==> config.mk <==
export PLATFORM = sky130hd
export DESIGN_NAME = contador_ad_bcd_param_flat
export DESIGN_NICKNAME = d
export VERILOG_FILES = /design/src/rtl/contador_ad_bcd_param_pkg.sv /design/src/rtl/contador_ad_bcd_param_if.sv /design/src/rtl/contador_ad_bcd_param_bin2bcd_hora.sv /design/src/rtl/contador_ad_bcd_param.sv /design/src/flat_wrapper.sv
export SDC_FILE = /design/constraint.sdc
export NUM_CORES = 1
export LEC_CHECK = 0
export BUFFER_PORTS_ARGS = -buffer_cell sky130_fd_sc_hd__clkbuf_2
export CAP_MARGIN = 0
export CORE_MARGIN = 1
export CORE_UTILIZATION = 58
export DETAILED_ROUTE_END_ITERATION = 16
export PLACE_DENSITY = 0.8
export SYNTH_ARGS = -nofsm -noshare
export SYNTH_HDL_FRONTEND = slang
export SYNTH_HIERARCHICAL = 1
export SYNTH_SLANG_ARGS = --single-unit
==> constraint.sdc <==
create_clock -name clk -period 3.7 [get_ports clk]
set_input_delay 0.555 -clock clk [delete_from_list [all_inputs] [get_ports clk]]
set_output_delay 0.555 -clock clk [all_outputs]
set_load 0.02 [all_outputs]
==> src/rtl/contador_ad_bcd_param_pkg.sv <==
// Shared types and constants for the BCD field counters.
// Button FSM encoding, field-select codes, default prescaler.
package contador_ad_bcd_param_pkg;

    typedef enum logic [1:0] {
        ST_IDLE,
        ST_HOLD,
        ST_REPEAT
    } btn_state_t;

    localparam logic [3:0] FIELD_SEG  = 4'd1;
    localparam logic [3:0] FIELD_MIN  = 4'd2;
    localparam logic [3:0] FIELD_HORA = 4'd3;
    localparam logic [3:0] FIELD_DIA  = 4'd4;
    localparam logic [3:0] FIELD_MES  = 4'd5;
    localparam logic [3:0] FIELD_ANO  = 4'd6;

    localparam int DIV_DEFAULT = 12999999;

endpackage

==> src/rtl/contador_ad_bcd_param_if.sv <==
// Control/chain/display bundle of one time-field counter.
// master drives requests, slave is the counter.
interface contador_ad_bcd_param_if #(
    parameter int N = 5
);
    logic         enUP;
    logic         enDOWN;
    logic [3:0]   en_count;
    logic         formato_hora;
    logic         inc_in;
    logic         dec_in;
    logic         load;
    logic [N-1:0] load_val;
    logic         carry_out;
    logic         borrow_out;
    logic [N-1:0] count;
    logic         AM_PM;
    logic [3:0]   digit1;
    logic [3:0]   digit0;

    modport master (
        output enUP, enDOWN, en_count, formato_hora,
        output inc_in, dec_in, load, load_val,
        input  carry_out, borrow_out, count,
        input  AM_PM, digit1, digit0
    );

    modport slave (
        input  enUP, enDOWN, en_count, formato_hora,
        input  inc_in, dec_in, load, load_val,
        output carry_out, borrow_out, count,
        output AM_PM, digit1, digit0
    );
endinterface

==> src/rtl/contador_ad_bcd_param_bin2bcd_hora.sv <==
// Binary to 2-digit BCD with optional 12 h / AM-PM mapping.
// Purely combinational; values above 99 show as 9,9.
module bin2bcd_hora #(
    parameter int N         = 5,
    parameter int HOUR_MODE = 1,
    parameter int MAXV      = 23
) (
    input  logic [N-1:0] bin,
    input  logic         formato_hora,
    output logic [3:0]   digit1,
    output logic [3:0]   digit0,
    output logic         AM_PM
);
    localparam int W = (N > 7) ? N : 7;
    localparam bit HOURS = (HOUR_MODE == 1) && (MAXV == 23);

    logic [W-1:0] b;
    logic [6:0]   v;

    assign b = W'(bin);

    always_comb begin
        v     = 7'd0;
        AM_PM = 1'b0;
        if (b > W'(99)) begin
            v = 7'd99;
        end else if (HOURS && formato_hora) begin
            if (b == '0) begin
                v = 7'd12;
            end else if (b < W'(12)) begin
                v = 7'(b);
            end else if (b == W'(12)) begin
                v     = 7'd12;
                AM_PM = 1'b1;
            end else begin
                v     = 7'(b - W'(12));
                AM_PM = 1'b1;
            end
        end else begin
            v = 7'(b);
        end
        digit1 = 4'(v / 7'd10);
        digit0 = 4'(v % 7'd10);
    end
endmodule

==> src/rtl/contador_ad_bcd_param.sv <==
// Up/down modulo counter for one time field with BCD display,
// button auto-repeat and carry/borrow chaining.
module contador_ad_bcd_param
    import contador_ad_bcd_param_pkg::*;
#(
    parameter int N          = 5,
    parameter int MINV       = 0,
    parameter int MAXV       = 23,
    parameter int FIELD_ID   = 3,
    parameter int HOUR_MODE  = 1,
    parameter int DIV        = DIV_DEFAULT,
    parameter int HOLD_TICKS = 2
) (
    input logic clk,
    input logic reset,
    contador_ad_bcd_param_if.slave bus
);
    localparam int PW = (DIV > 0) ? $clog2(DIV + 1) : 1;
    localparam int HW = (HOLD_TICKS > 0) ? $clog2(HOLD_TICKS + 1) : 1;
    localparam logic [N-1:0] MIN_N = N'(MINV);
    localparam logic [N-1:0] MAX_N = N'(MAXV);

    logic [PW-1:0] pre_q;
    logic          tick;
    btn_state_t    state_q, state_d;
    logic [HW-1:0] hold_q, hold_d;
    logic          dir_q, dir_d;
    logic          sel, one_up, one_dn, same;
    logic          step_up, step_dn;
    logic [N-1:0]  count_q, count_d;
    logic          carry_d, borrow_d;
    logic          at_max, at_min, cnt_ok, ld_ok;
    logic [N-1:0]  up_val, dn_val;
    logic [N:0]    c_lo, c_hi, l_lo, l_hi;

    assign tick = (pre_q == PW'(DIV));

    always_ff @(posedge clk) begin
        if (!reset) pre_q <= '0;
        else        pre_q <= tick ? '0 : pre_q + 1'b1;
    end

    assign sel    = (bus.en_count == 4'(FIELD_ID));
    assign one_up = bus.enUP & ~bus.enDOWN;
    assign one_dn = bus.enDOWN & ~bus.enUP;
    // Held direction must persist; release, both or reversal all drop out.
    assign same   = dir_q ? one_up : one_dn;

    always_ff @(posedge clk) begin
        if (!reset) begin
            state_q <= ST_IDLE;
            hold_q  <= '0;
            dir_q   <= 1'b0;
        end else begin
            state_q <= state_d;
            hold_q  <= hold_d;
            dir_q   <= dir_d;
        end
    end

    always_comb begin
        state_d = state_q;
        hold_d  = hold_q;
        dir_d   = dir_q;
        if (!sel) begin
            state_d = ST_IDLE;
        end else begin
            unique case (state_q)
                ST_IDLE: begin
                    if (one_up | one_dn) begin
                        state_d = ST_HOLD;
                        hold_d  = '0;
                        dir_d   = one_up;
                    end
                end
                ST_HOLD: begin
                    if (!same) begin
                        state_d = ST_IDLE;
                    end else if (tick) begin
                        if (hold_q == HW'(HOLD_TICKS)) state_d = ST_REPEAT;
                        else                           hold_d  = hold_q + 1'b1;
                    end
                end
                ST_REPEAT: begin
                    if (!same) state_d = ST_IDLE;
                end
                default: state_d = ST_IDLE;
            endcase
        end
    end

    always_comb begin
        step_up = 1'b0;
        step_dn = 1'b0;
        if (sel) begin
            if (state_q == ST_IDLE) begin
                step_up = one_up;
                step_dn = one_dn;
            end else if (state_q == ST_REPEAT && same && tick) begin
                step_up = dir_q;
                step_dn = ~dir_q;
            end
        end
    end

    // Range checks via sign of widened differences.
    assign c_lo   = {1'b0, count_q} - {1'b0, MIN_N};
    assign c_hi   = {1'b0, MAX_N} - {1'b0, count_q};
    assign l_lo   = {1'b0, bus.load_val} - {1'b0, MIN_N};
    assign l_hi   = {1'b0, MAX_N} - {1'b0, bus.load_val};
    assign cnt_ok = ~c_lo[N] & ~c_hi[N];
    assign ld_ok  = ~l_lo[N] & ~l_hi[N];
    assign at_max = (count_q == MAX_N);
    assign at_min = (count_q == MIN_N);
    assign up_val = at_max ? MIN_N : count_q + 1'b1;
    assign dn_val = at_min ? MAX_N : count_q - 1'b1;

    always_comb begin
        count_d  = count_q;
        carry_d  = 1'b0;
        borrow_d = 1'b0;
        if (!cnt_ok) begin
            count_d = MIN_N;
        end else if (bus.load) begin
            count_d = ld_ok ? bus.load_val : MIN_N;
        end else if (step_up) begin
            count_d = up_val;
        end else if (step_dn) begin
            count_d = dn_val;
        end else if (bus.inc_in && !bus.dec_in) begin
            count_d = up_val;
            carry_d = at_max;
        end else if (bus.dec_in && !bus.inc_in) begin
            count_d  = dn_val;
            borrow_d = at_min;
        end
    end

    always_ff @(posedge clk) begin
        if (!reset) begin
            count_q        <= MIN_N;
            bus.carry_out  <= 1'b0;
            bus.borrow_out <= 1'b0;
        end else begin
            count_q        <= count_d;
            bus.carry_out  <= carry_d;
            bus.borrow_out <= borrow_d;
        end
    end

    assign bus.count = count_q;

    bin2bcd_hora #(
        .N         (N),
        .HOUR_MODE (HOUR_MODE),
        .MAXV      (MAXV)
    ) u_bcd (
        .bin          (count_q),
        .formato_hora (bus.formato_hora),
        .digit1       (bus.digit1),
        .digit0       (bus.digit0),
        .AM_PM        (bus.AM_PM)
    );
endmodule

==> src/flat_wrapper.sv <==
// flat-port wrapper written by rule: the top's interface ports become plain ports
module contador_ad_bcd_param_flat import contador_ad_bcd_param_pkg::*;
#(
    parameter int N          = 5,
    parameter int MINV       = 0,
    parameter int MAXV       = 23,
    parameter int FIELD_ID   = 3,
    parameter int HOUR_MODE  = 1,
    parameter int DIV        = DIV_DEFAULT,
    parameter int HOLD_TICKS = 2
)
  (clk, reset, bus_enUP, bus_enDOWN, bus_en_count, bus_formato_hora, bus_inc_in, bus_dec_in, bus_load, bus_load_val, bus_carry_out, bus_borrow_out, bus_count, bus_AM_PM, bus_digit1, bus_digit0);
  contador_ad_bcd_param_if #(.N(N)) bus_i ();
  input logic clk;
  input logic reset;
  input wire logic [$bits(bus_i.enUP)-1:0] bus_enUP;
  input wire logic [$bits(bus_i.enDOWN)-1:0] bus_enDOWN;
  input wire logic [$bits(bus_i.en_count)-1:0] bus_en_count;
  input wire logic [$bits(bus_i.formato_hora)-1:0] bus_formato_hora;
  input wire logic [$bits(bus_i.inc_in)-1:0] bus_inc_in;
  input wire logic [$bits(bus_i.dec_in)-1:0] bus_dec_in;
  input wire logic [$bits(bus_i.load)-1:0] bus_load;
  input wire logic [$bits(bus_i.load_val)-1:0] bus_load_val;
  output wire logic [$bits(bus_i.carry_out)-1:0] bus_carry_out;
  output wire logic [$bits(bus_i.borrow_out)-1:0] bus_borrow_out;
  output wire logic [$bits(bus_i.count)-1:0] bus_count;
  output wire logic [$bits(bus_i.AM_PM)-1:0] bus_AM_PM;
  output wire logic [$bits(bus_i.digit1)-1:0] bus_digit1;
  output wire logic [$bits(bus_i.digit0)-1:0] bus_digit0;
  assign bus_i.enUP = bus_enUP;
  assign bus_i.enDOWN = bus_enDOWN;
  assign bus_i.en_count = bus_en_count;
  assign bus_i.formato_hora = bus_formato_hora;
  assign bus_i.inc_in = bus_inc_in;
  assign bus_i.dec_in = bus_dec_in;
  assign bus_i.load = bus_load;
  assign bus_i.load_val = bus_load_val;
  assign bus_carry_out = bus_i.carry_out;
  assign bus_borrow_out = bus_i.borrow_out;
  assign bus_count = bus_i.count;
  assign bus_AM_PM = bus_i.AM_PM;
  assign bus_digit1 = bus_i.digit1;
  assign bus_digit0 = bus_i.digit0;
  contador_ad_bcd_param #(.N(N), .MINV(MINV), .MAXV(MAXV), .FIELD_ID(FIELD_ID), .HOUR_MODE(HOUR_MODE), .DIV(DIV), .HOLD_TICKS(HOLD_TICKS)) u_core (.clk(clk), .reset(reset), .bus(bus_i));
endmodule
# After elaboration in Yosys (flattened, before gate mapping)
# Cells that the tools add are included.
# op_classes
addsub	7
n_mul	0
div_mod_pow	2
n_lt_le_gt_ge	2
eq_ne	14
shifts	0
muxes	35
bitwise_logic	9
reduce_logical	19
# op_table
operator	count
two-way mux 5 bit	8
two-way mux 7 bit	5
adder 24 x 1 -> 24 bit (second input constant)	1
== test 24 bit (second input constant)	1
two-way mux 2 bit	9
subtractor 5 x 5 -> 6 bit (first input constant)	2
two-way mux 1 bit	11
divider 7 x 4 -> 7 bit (second input constant)	1
greater-than comparator 5 x 7 -> 1 bit (second input constant)	1
logical NOT 7 bit	1
modulo 7 x 4 -> 7 bit (second input constant)	1
OR reduction 7 bit	1
!= test 2 x 1 -> 1 bit (second input constant)	3
NOT 1 bit	6
case mux 2 bit (3 select lines)	1
AND reduction 6 bit	1
OR reduction 6 bit	1
subtractor 5 x 4 -> 6 bit (second input constant)	1
adder 5 x 1 -> 5 bit (second input constant)	1
== test 5 x 4 -> 1 bit (second input constant)	1
== test 5 bit (second input constant)	1
logical NOT 5 bit	1
less-than comparator 5 x 4 -> 1 bit (second input constant)	1
nonzero test 5 bit	1
19 further kinds	27
# totals
regBits	36
latch_bits	0
ram_bits	0
mem_bits_ro	0
input_bits	17
out_inout_bits	16
wordCells	95
mem_count	0

# Logic depth before layout (Yosys ltp)
# logic_depth
word_depth	11
ltp_mapped	15
ltp_nobuf	15

# By module
# Netlist, hierarchy kept.
# modules_own_cells
mod	instances	cells_each	area_per_inst_um2	seq_area_each_um2
contador_ad_bcd_param	1	254	2045.7	720.7
bin2bcd_hora	1	47	372.9	0.0

# Worst setup path before layout
# Ideal clock, no wire load.
# synth_timing
path_kind	register to output
from	register u_core.count_q[2], in the netlist u_core/bus.count[2]
to	output port bus_digit0[2]
arrival_ns	3.453
t_required_ns	3.145
slack_ns	-0.308
stages_incl_launch_ff	16
n_path_buf	0
path_cell_list	dfxtp_1 -> inv_1 -> ha_1 -> nor3b_1 -> o31a_1 -> o22a_1 -> inv_1 -> ha_1 -> nand3_1 -> a211oi_4 -> xnor2_1 -> inv_1 -> ha_1 -> nor2b_1 -> o21a_1 -> o22ai_1
# synth_between
elab_chain_cells	7
elab_cells_between_ends	11
classes_between	add/sub (1); div (1); order compare (2); eq/ne (1); mux (5); reduce/logical (1)
# synth_rtl
item	line	source
from (decl)	contador_ad_bcd_param.sv:30	logic [N-1:0] count_q, count_d;
from (signal assigned)	contador_ad_bcd_param.sv:145	count_q <= count_d;
subtractor 5 x 4 -> 6 bit / == test 5 x 4 -> 1 bit (equally long branches)	contador_ad_bcd_param_bin2bcd_hora.sv:36, contador_ad_bcd_param_bin2bcd_hora.sv:32	
two-way mux 7 bit	contador_ad_bcd_param_bin2bcd_hora.sv:32	end else if (b == W'(12)) begin
two-way mux 7 bit	contador_ad_bcd_param_bin2bcd_hora.sv:30	end else if (b < W'(12)) begin
two-way mux 7 bit	contador_ad_bcd_param_bin2bcd_hora.sv:28	if (b == '0) begin
two-way mux 7 bit	contador_ad_bcd_param_bin2bcd_hora.sv:27	end else if (HOURS && formato_hora) begin
two-way mux 7 bit (*)	contador_ad_bcd_param_bin2bcd_hora.sv:25	if (b > W'(99)) begin
modulo 7 x 4 -> 7 bit (*)	contador_ad_bcd_param_bin2bcd_hora.sv:43	digit0 = 4'(v % 7'd10);
to (decl)	flat_wrapper.sv:29	output wire logic [$bits(bus_i.digit0)-1:0] bus_digit0;
# Mark *: on every way between the ends. The rest lies on a longest branch, timed or not.

# Worst setup path in the final report
# Same ends and word-level chain as after synthesis.

==> key figures <==
GRT
  – Initial antenna violation count: 0
  – Total congestion overflow: 0
  – Largest net degree at the start of global routing: 25
  – Global-route wire length before repair: about 8200 um
  – Vias in the first global route: 1,906
  – Global Route Usage Sum: 0.239

Setup path
  – CP Capture Type: output port
  – Critical path peak fanout: 5
  – Worst EP required: 3.14 ns
  – CP Launch Type: flip-flop
  – Setup CP Type: flip-flop to output port
  – Flop2flop setup slack: between 1 and 1.5 ns
  – Critical Path AT: between 3 and 4 ns

Floorplanning
  – Core area: ~4000 um2
  – Chip width: roughly 67 um
  – Number of top-level pins: 33
  – Height of the die: 66.6 um
  – FP Rows: 23
  – Starting density of the core: 0.605
  – Die ar.: about 4400 um2

Synthesis
  – Mapped Area: 2420 um2
  – Yosys top cell area share: 0.298
  – Syn Nets: between 300 and 400
  – Netlist cell types: 57
  – Largest cells by area after synthesis: dfxtp_1, nor2_1, ha_1, xor2_1, nand2_1
  – Synth Warn #: 6
  – EDFF count, synth: 0
  – Sequential fraction of the synthesis area: 0.298
  – Fraction of registers with async set/reset: 0
  – Cells after Synth: 301
  – Syn Area/Cell: between 8 and 9 um2
  – Seq cells post-synth: 36
  – Main synth FF type: dfxtp_1
  – Post-synthesis cell type with the largest combined area: dfxtp_1

Clocking
  – Worst skew pair latency: roughly 0.29 ns
  – H-tree Lvls: 2
  – Root Driver: clkbuf_8
  – Clock Sinks: 36
  – CTS clk-pin slew, worst paths: roughly 0.08 ns
  – CTS max path bufs: 2
  – TritonCTS Buffers: 5
  – TritonCTS clock tree: yes

Timing
  – Fmax: between 200 and 300 MHz
  – RSZ-0062 raised after global routing: yes
  – Final Skew: roughly 0.011 ns
  – Worst setup margin: -0.0105 ns
  – Worst-Margin Slew: roughly 0.64 ns
  – Fin crit period: ~3.7 ns
  – Worst slew margin: 0.565
  – Final Hold Viols: 0
  – Final setup violation count: 1
  – Tcrit/Tclk final: 1.00
  – Fin. max-slew vios: 0

Layout
  – Ratio of cells with drive above 1 in the final layout: 0.265
  – NumNets Final: ~380
  – Area Overhead vs Synth: 23.3%
  – Final core occ: 0.745
  – Fin cells: between 400 and 500
  – N_diodes: 0

Route
  – DRC viols: 0
  – Routed Wire Length: about 5300 um
  – Drt first pass iters: 4
  – Via density: between 5 and 6
  – Wire per inst: ~13 um
  – Via count: about 2,200
  – DR iter-0 viols: 100
  – Antenna Nets Post-Route: 0

Placement
  – Placed cell count: between 300 and 400
  – Dpl hpwl: ~3600 um
  – Port-buffer cells: 31
  – Final Wtd Congestion: roughly 0.85

Pwr
  – Worst VDD drop: roughly 0.41 mV
  – P_leak: ~1.1 nW
  – Pwr per Cell Area: roughly 410 nW/um2
  – Final Power: approximately 1.2 mW

Run status
  – Status: complete, but fails checks
  – Failing checks: negative setup slack

Worst hold path
  – Worst hold path type: flip-flop to flip-flop

Flow run
  – Max-Cap Viols: 0
-- final cells by class --
type	instances	area, um2
clock buffers	5	68.8
flip-flops and latches	36	728
fillers	302	1020
clock inverters	3	41.3
inverters	14	53.8
multi-input cells	244	1730
well taps	50	62.6
repair buffers	49	300
-- cells in the final DEF, fill, tap and decap left out, drive strengths merged, types with 4 or more instances in the layout --
| cell | instances |
|---|---|
| a21boi | 5 |
| a21oi | 11 |
| a31oi | 7 |
| and4 | 4 |
| buf | 21 |
| clkbuf | 33 |
| dfxtp | 36 |
| ha | 11 |
| inv | 14 |
| mux2i | 8 |
| nand2 | 28 |
| nand2b | 7 |
| nand3 | 17 |
| nor2 | 42 |
| nor2b | 5 |
| nor3 | 8 |
| nor4 | 4 |
| o21ai | 14 |
| or3 | 7 |
| xnor2 | 9 |
| xor2 | 15 |
-- registers in the layout (all words and copies together) (netlist names) --
name	cells
u_core/bus.borrow_out	1
u_core/bus.carry_out	1
u_core/bus.count	5
u_core/dir_q	1
u_core/hold_q	2
u_core/pre_q	24
u_core/state_q	2
-- final timing paths --
kind	from	end	cells past startpoint
max	u_core/bus.count[2]	bus_digit0[2]	16
min	u_core/pre_q[0]	u_core/pre_q[0]	1
max reg2reg	u_core/pre_q[0]	u_core/bus.count[4]	7
min reg2reg	u_core/pre_q[0]	u_core/pre_q[0]	1
-- cell families after synthesis --
kind of cell    after synthesis  synth area share
compound gates               51             0.149
xor+xnor                     24            0.0869
fa+ha+maj                    11            0.0569
buf+inv                      21            0.0367
flops                        36             0.298
mux                          10            0.0440
other cells                   1           0.00155
simple gates                147             0.327
-- what timing repair did --
action	CTS	global route
gates resized for setup	19	10
pin swaps	3	2
buffers inserted	10	2
endpoints found under the setup margin	4	4
gates cloned	0	0
hold buffers	0	0
-- power breakdown --
group | leakage, nW | internal [mW] | switching [mW]
Clock | 0.0585 | 0.200 | 0.144
Sequential | 0.293 | 0.397 | 0.0124
Combinational | 0.769 | 0.220 | 0.236
Total | 1.12 | 0.817 | 0.393
-- cell usage after synthesis, drive strengths merged (3+ instances only) --
master and instances:
nor2 42, dfxtp 36, nand2 28, nand3 17
xor2 15, o21ai 14, inv 13, a21oi 11
ha 11, xnor2 9, mux2i 8, nor3 8
a31oi 7, nand2b 7, or3 7, a21boi 5
clkbuf 5, nor2b 5, and4 4, nor4 4
a211oi 3, and2 3, nor3b 3, nor4bb 3
o21a 3
-- metal layers --
layer / GRT usage / share of wire / vias to the layer above
met5: 0 / 0 / -
met3: 0.0497 / 0.032 / 8
met1: 0.312 / 0.46 / 1038
li1: - / - / 1157
met4: 0.0851 / 0.016 / 0
met2: 0.386 / 0.49 / 45
-- per-stage QoR --
step	instance area (um2)	TNS, ns	hold WS (ns)	setup WS, ns
floorplan	2440	0	0.418	0.0120
detailed placement	2670	-0.0428	0.437	-0.0297
CTS	2940	0	0.455	0.00165
global placement	2670	0	0.431	0.0861
global route	2980	-0.360	0.491	-0.122
finish	2980	-0.0105	0.451	-0.0105
-- worst max-delay path, cell delays in order (launching register included) --
cell      delay (ns)
dfxtp_4         0.36
inv_2           0.04
ha_2            0.16
nor3b_4         0.14
o31a_1          0.29
o22a_1          0.20
inv_2           0.11
ha_4            0.15
nand3_4         0.07
a211oi_4        0.29
xnor2_2         0.18
inv_2           0.08
ha_4            0.18
nor2b_4         0.12
o21a_1          0.20
o22ai_4         0.16
buf_8           0.13
No activity file was read; power rests on OpenSTA's default activity.
